File: src/rtl/hazard_flush_ctrl.sv
// Hazard and flush controller for the pipelined RAT core: RAW stall/forward detection,
// control-flow and interrupt flushes, and fetch/decode/PC steering.
module hazard_flush_ctrl #(
  parameter int unsigned REG_AW       = 5,
  parameter int unsigned NUM_SRC      = 2,
  parameter int unsigned FLUSH_CYCLES = 2,
  parameter int unsigned RET_CYCLES   = 3,
  parameter int unsigned RESET_CYCLES = 2,
  parameter bit          FWD_EN       = 1'b0
) (
  input  logic                      clk,
  input  logic                      reset,
  input  logic [NUM_SRC*REG_AW-1:0] src_addr,
  input  logic [NUM_SRC-1:0]        src_rd,
  input  logic [REG_AW-1:0]         ex_addr,
  input  logic                      ex_wen,
  input  logic [REG_AW-1:0]         wb_addr,
  input  logic                      wb_wen,
  input  logic [3:0]                instr_type,
  input  logic                      branch_taken,
  input  logic                      interrupt,
  output logic                      fetch_stall,
  output logic                      dec_nop,
  output logic                      pc_inc,
  output logic                      pc_load,
  output logic                      pc_reset,
  output logic [NUM_SRC-1:0]        fwd_wb,
  output logic                      int_ack,
  output logic                      busy
);

  localparam int unsigned MaxFR    = (FLUSH_CYCLES > RET_CYCLES) ? FLUSH_CYCLES : RET_CYCLES;
  localparam int unsigned MaxDepth = (MaxFR > RESET_CYCLES) ? MaxFR : RESET_CYCLES;
  localparam int unsigned CntW     = (MaxDepth > 8) ? $clog2(MaxDepth) : 3;

  localparam logic [CntW-1:0] FlushInit = CntW'(FLUSH_CYCLES - 1);
  localparam logic [CntW-1:0] RetInit   = CntW'(RET_CYCLES - 1);
  localparam logic [CntW-1:0] ResetInit = CntW'(RESET_CYCLES - 1);

  typedef enum logic [2:0] {
    StReset,
    StCheck,
    StRawStall,
    StFlush,
    StReturn
  } state_e;

  state_e            state_q, state_d;
  logic [CntW-1:0]   cnt_q, cnt_d;
  logic              int_ack_q, int_ack_d;

  logic [NUM_SRC-1:0] raw_ex, raw_wb;
  logic               any_raw_ex, wb_stall, is_ret, is_call, in_check;

  always_comb begin
    raw_ex = '0;
    raw_wb = '0;
    for (int unsigned i = 0; i < NUM_SRC; i++) begin
      raw_ex[i] = src_rd[i] & ex_wen & (src_addr[i*REG_AW +: REG_AW] == ex_addr);
      raw_wb[i] = src_rd[i] & wb_wen & (src_addr[i*REG_AW +: REG_AW] == wb_addr);
    end
  end

  assign any_raw_ex = |raw_ex;
  assign wb_stall   = !FWD_EN && (|raw_wb);
  assign is_ret     = (instr_type == 4'd7) || (instr_type == 4'd8) || (instr_type == 4'd9);
  assign is_call    = (instr_type == 4'd6);
  assign in_check   = (state_q == StCheck);

  always_comb begin
    state_d   = state_q;
    cnt_d     = cnt_q;
    int_ack_d = 1'b0;
    pc_load   = 1'b0;
    dec_nop   = 1'b1;
    unique case (state_q)
      StCheck: begin
        // Interrupt wins outright: every other event this cycle is dropped.
        if (interrupt) begin
          state_d   = StFlush;
          cnt_d     = FlushInit;
          int_ack_d = 1'b1;
        end else if (any_raw_ex) begin
          state_d = StRawStall;
        end else if (is_call) begin
          state_d = StFlush;
          cnt_d   = FlushInit;
        end else if (is_ret) begin
          state_d = StReturn;
          cnt_d   = RetInit;
          pc_load = 1'b1;
        end else if (branch_taken) begin
          state_d = StFlush;
          cnt_d   = FlushInit;
          pc_load = 1'b1;
        end else if (!wb_stall) begin
          dec_nop = 1'b0;
        end
      end
      StRawStall: state_d = StCheck;
      StFlush, StReturn, StReset: begin
        if (cnt_q == '0) begin
          state_d = StCheck;
        end else begin
          cnt_d = cnt_q - 1'b1;
        end
      end
      default: begin
        state_d = StReset;
        cnt_d   = ResetInit;
      end
    endcase
  end

  always_ff @(posedge clk or posedge reset) begin
    if (reset) begin
      state_q   <= StReset;
      cnt_q     <= ResetInit;
      int_ack_q <= 1'b0;
    end else begin
      state_q   <= state_d;
      cnt_q     <= cnt_d;
      int_ack_q <= int_ack_d;
    end
  end

  assign fetch_stall = (in_check && (any_raw_ex || wb_stall || is_ret) && !interrupt) ||
                       (state_q == StRawStall);
  assign pc_inc      = !reset && !pc_load && !fetch_stall;
  assign pc_reset    = reset;
  // The EX result is newer than WB, so an EX match suppresses the WB forward.
  assign fwd_wb      = (FWD_EN && in_check) ? (raw_wb & ~raw_ex) : '0;
  assign int_ack     = int_ack_q;
  assign busy        = !in_check;

endmodule

File: config.mk
export PLATFORM = sky130hd
export DESIGN_NAME = hazard_flush_ctrl
export DESIGN_NICKNAME = d
export VERILOG_FILES = /design/src/rtl/hazard_flush_ctrl.sv
export SDC_FILE = /design/constraint.sdc
export NUM_CORES = 1
export LEC_CHECK = 0
export CORE_MARGIN = 2
export CORE_UTILIZATION = 45
export CTS_BUF_LIST = sky130_fd_sc_hd__clkbuf_2
export DETAILED_ROUTE_END_ITERATION = 7
export PLACE_DENSITY = 0.88
export RECOVER_POWER = 50
export SETUP_SLACK_MARGIN = 0.02
export SLEW_MARGIN = 10
export SYNTH_ARGS = -nofsm -noshare
export SYNTH_HDL_FRONTEND = slang
export SYNTH_SLANG_ARGS = --single-unit
File: constraint.sdc
create_clock -name clk -period 5.85 [get_ports clk]
set_input_delay 1.755 -clock clk [delete_from_list [all_inputs] [get_ports clk]]
set_output_delay 1.755 -clock clk [all_outputs]
set_load 0.05 [all_outputs]
; ---- Word level (Yosys, flattened, before mapping)
; Cells that the tools add are included.
[word_totals]
ff_bits = 7
input_bits = 32
out_inout_bits = 9
elab_cells = 80
[op_classes]
add_sub_neg = 1
n_eq_ne = 17
mux = 29
bitwise_logic = 9
n_reduce_logical = 21
[op_table]
columns = cell, count
row1 = $mux 3, 12
row2 = $eq 5x5->1, 4
row3 = $pmux 3 s3, 2
row4 = $mux 1, 15
row5 = $and 1x1->1, 8
row6 = $eq 4x3->1 const B, 2
row7 = $eq 4x4->1 const B, 2
row8 = $eq 3x2->1 const B, 2
row9 = $logic_not 3->1, 2
row10 = $ne 6x6->1 const B, 1
row11 = $logic_not 1->1, 5
row12 = $logic_or 1x1->1, 5
row13 = $ne 5x5->1 const B, 1
row14 = $logic_and 1x1->1, 4
row15 = $ne 2x2->1 const B, 2
row16 = $reduce_and 4->1, 1
row17 = $reduce_or 2->1, 2
row18 = $eq 3x1->1 const B, 1
row19 = $eq 3x3->1 const B, 1
row20 = $ne 3x3->1 const B, 1
row21 = $reduce_or 3->1, 1
row22 = $sub 3x1->3 const B, 1
row23 = $reduce_and 2->1, 1
row24 = $not 1->1, 1

; ---- Logic depth before layout (Yosys ltp)
[depth]
depth_word = 11
ltp_mapped = 7
ltp_nobuf = 6

; ---- Worst setup path after synthesis
; No wires, ideal clock.
[synth_path]
path_kind = input port to output port
startpoint = input src_addr[0]
endpoint = output pc_inc
arrival_time_ns = 3.594
t_required_ns = 4.095
setup_slack_ns = 0.501
cell_stages = 5
n_path_buf = 0
cell_sequence = xnor2_1 > nand4_1 > o22ai_1 > o21ai_1 > nor3b_1
[synth_between]
elab_chain_len = 10
elab_cells_between_ends = 18
classes_between = eq/ne (2) / mux (3) / bitwise (2) / reduce/logical (11)
[synth_rtl]
columns = item, line
row1 = from (decl), 13  ; input logic [NUM_SRC*REG_AW-1:0] src_addr,
row2 = branches (longest 9 deep; another with $eq 5x5->1), --
row3 = $logic_and 1x1->1 *, 129  ; assign pc_inc = !reset && !pc_load && !fetch_stall;
row4 = to (decl), 24  ; output logic pc_inc,
; Every way passes the cells marked *.

; ---- Worst setup path in the final report
[layout_path]
startpoint = input interrupt
endpoint = output dec_nop
[layout_between]
elab_chain_len = 2
[layout_rtl]
columns = item, line
row1 = from (decl), 21  ; input logic interrupt,
row2 = $mux 1, 79  ; if (interrupt) begin
row3 = $mux 1, 76  ; unique case (state_q)
row4 = to (decl), 23  ; output logic dec_nop,
; No other way between the ends.

==> flow_summary.ini <==
[outcome]
status = complete, no violations

[placement]
dpl_cell_area_mm2 = 0.00122
place.detailed.hpwl_mm = 1.91
port_buffers = 38
dp.cells = 163
routabilityCongestion = 0.917

[global_route]
grt_pass1_vias = 857
grt_antenna_before_repair = 0
grt_max_degree = 10
grt.overflow.total = 0
grt_usage_pct = 22.3
grt_pass1_wl_mm = 3.55

[timing]
setup_violations = 0
finalHoldViolations = 0
fin_tns_setup_ns = 0
worst_slew_pin_slew_ns = 0.577
post-route-period-util_pct = 95.8
fin_crit_ns = 5.60
rsz0062_at_grt = false
max_freq_ghz = 0.179
slew_viol_final = 0
fin_skew_ns = 0.00714
worst_slew_margin_rel_pct = 61.0

[logic_synthesis]
netlist_top_cells_count = xnor2_1, inv_1, dfrtp_1, nor2_1, nand3_1
yosysTopAreaCell = xnor2_1
synth_top_area_share_pct = 20.6
yosys_warnings = 0
avgSynthCellArea_um2 = 8.17
synth_cells = 104
ys_types = 35
netlist_area_um2 = 850
synth-edff-count = 0
synth.most_common_cell = xnor2_1
ys_seq_elements = 7
synth_area_leaders = xnor2_1, dfrtp_1, inv_1
async_flop_share_pct = 100
ys.flop_type = dfrtp_1
ys_seq_area_share_pct = 20.8

[floorplanning]
die_h_um = 47.5
dieArea_mm2 = 0.00225
row_count = 15
io_pins = 41
chipWidth_um = 47.5
initial_core_util_pct = 48.7
fp.coreArea_mm2 = 0.00175

[pwr]
power.total_w = 0.000433
ir_drop_uv = 251
power.leakage_nw = 0.490
pwr_density_cell_mw_per_mm2 = 351

[critical_path]
critPathCaptureType = primary output
ff2ff_path_depth = 4
setup.worst_path.start_class = input pin
path_class = in -> out
cp.arrival_ns = 3.85
critical_path.max_fanout = 8
cp.required_ns = 4.09

[clock_network]
cts_sinks = 7
postCtsSetupRepairBufs = 0
hold_buffers = 0
clk_latency_ns = 0.23
root_buffer = clkbuf_2
cts_resized = 0
htreeDepth = 1
cts_buffer_depth = 2
path_clk_slew_ns = 0.07
cts_tree = built
numCtsBuffers = 3

[final_layout]
nets = 177
fin_util_pct = 70.8
fin_area_mm2 = 0.00123
num_antenna_cells = 0
final_cell_count_no_fill = 167
drive_gt1_share_pct = 9.15
area_growth_pct = 45.4

[drt]
dr_total_vias = 905
viasPerCell = 5.42
drt_pass1_iterations = 4
postRouteAntennaNets = 0
drtIter0Drc = 22
wl_per_cell_um = 13.4
drc = 0
drt-total-wl_mm = 2.24

[min_path]
min_delay_path_depth = 2
hold_path.class = reg -> reg

[run]
cap_viol_max_count = 0
-- flip-flops by register name, indices dropped and copies added, names as in the netlist --
| register | flops |
|---|---|
| int_ack | 1 |
| state_q | 3 |
| cnt_q | 3 |
-- where the power goes --
part	internal, W	switching (W)
combinational	0.000134	0.000171
clock	0.0000182	0.0000178
sequential	0.0000720	0.0000207
-- cells by family (layout without fill, tap and decap cells) --
logic type	count (synthesis)	after routing	synth area share (%)
compound gates	28	28	23.3
xor+xnor	20	20	20.6
fa+ha+maj	2	2	2.95
buf+inv	14	51	9.28
flops	7	7	20.8
mux	1	1	1.18
other cells	1	2	0.441
simple gates	31	31	21.5
-- through the flow --
step | worst slack (ns) | hold WS (ns)
floorplan | 0.501 | 0.502
global placement | 0.423 | 0.517
detailed placement | 0.397 | 0.543
CTS | 0.385 | 0.558
global route | 0.191 | 0.594
finish | 0.248 | 0.551
-- final cells by class --
cell class	instances	area (um2)
Clock buffer	4	20.0
Fill cell	141	510
Inverter	9	33.8
Multi-Input combinational cell	84	591
Sequential cell	7	176
Tap cell	25	31.3
Timing Repair Buffer	38	383
-- worst paths after layout --
kind,from,to,slack [ns]
max in group asynchronous,reset,cnt_q[0],3.64
hold reg to reg,cnt_q[1],cnt_q[1],0.55
setup / recovery,interrupt,dec_nop,0.25
min in group asynchronous,reset,cnt_q[1],1.92
setup reg to reg,state_q[1],cnt_q[0],3.65
hold / removal,cnt_q[1],cnt_q[1],0.55
-- placed cells by master (no fill, tap or decap), types with 4 or more instances in the layout --
master / instances
inv_1: 9
clkbuf_2: 4
xnor2_1: 20
nand4_1: 4
nand2_1: 4
a21oi_1: 4
clkdlybuf4s50_1: 31
nand3_1: 5
dfrtp_1: 6
nor2_1: 6
o21ai_1: 4
-- critical path: stages --
cell and delay (ns):
dlygate4sd3_1 0.59, or4b_4 0.55, or4_4 0.57, inv_1 0.07, nand3_1 0.08, buf_4 0.21
-- layer usage --
layer	vias up	share of wire, %	track usage, %
met5	-	0	0
met2	41	52	39.7
met3	5	5.8	6.79
li1	444	-	-
met4	0	1.0	5.56
met1	415	41	25.9
(Power assumes the default switching activity.)
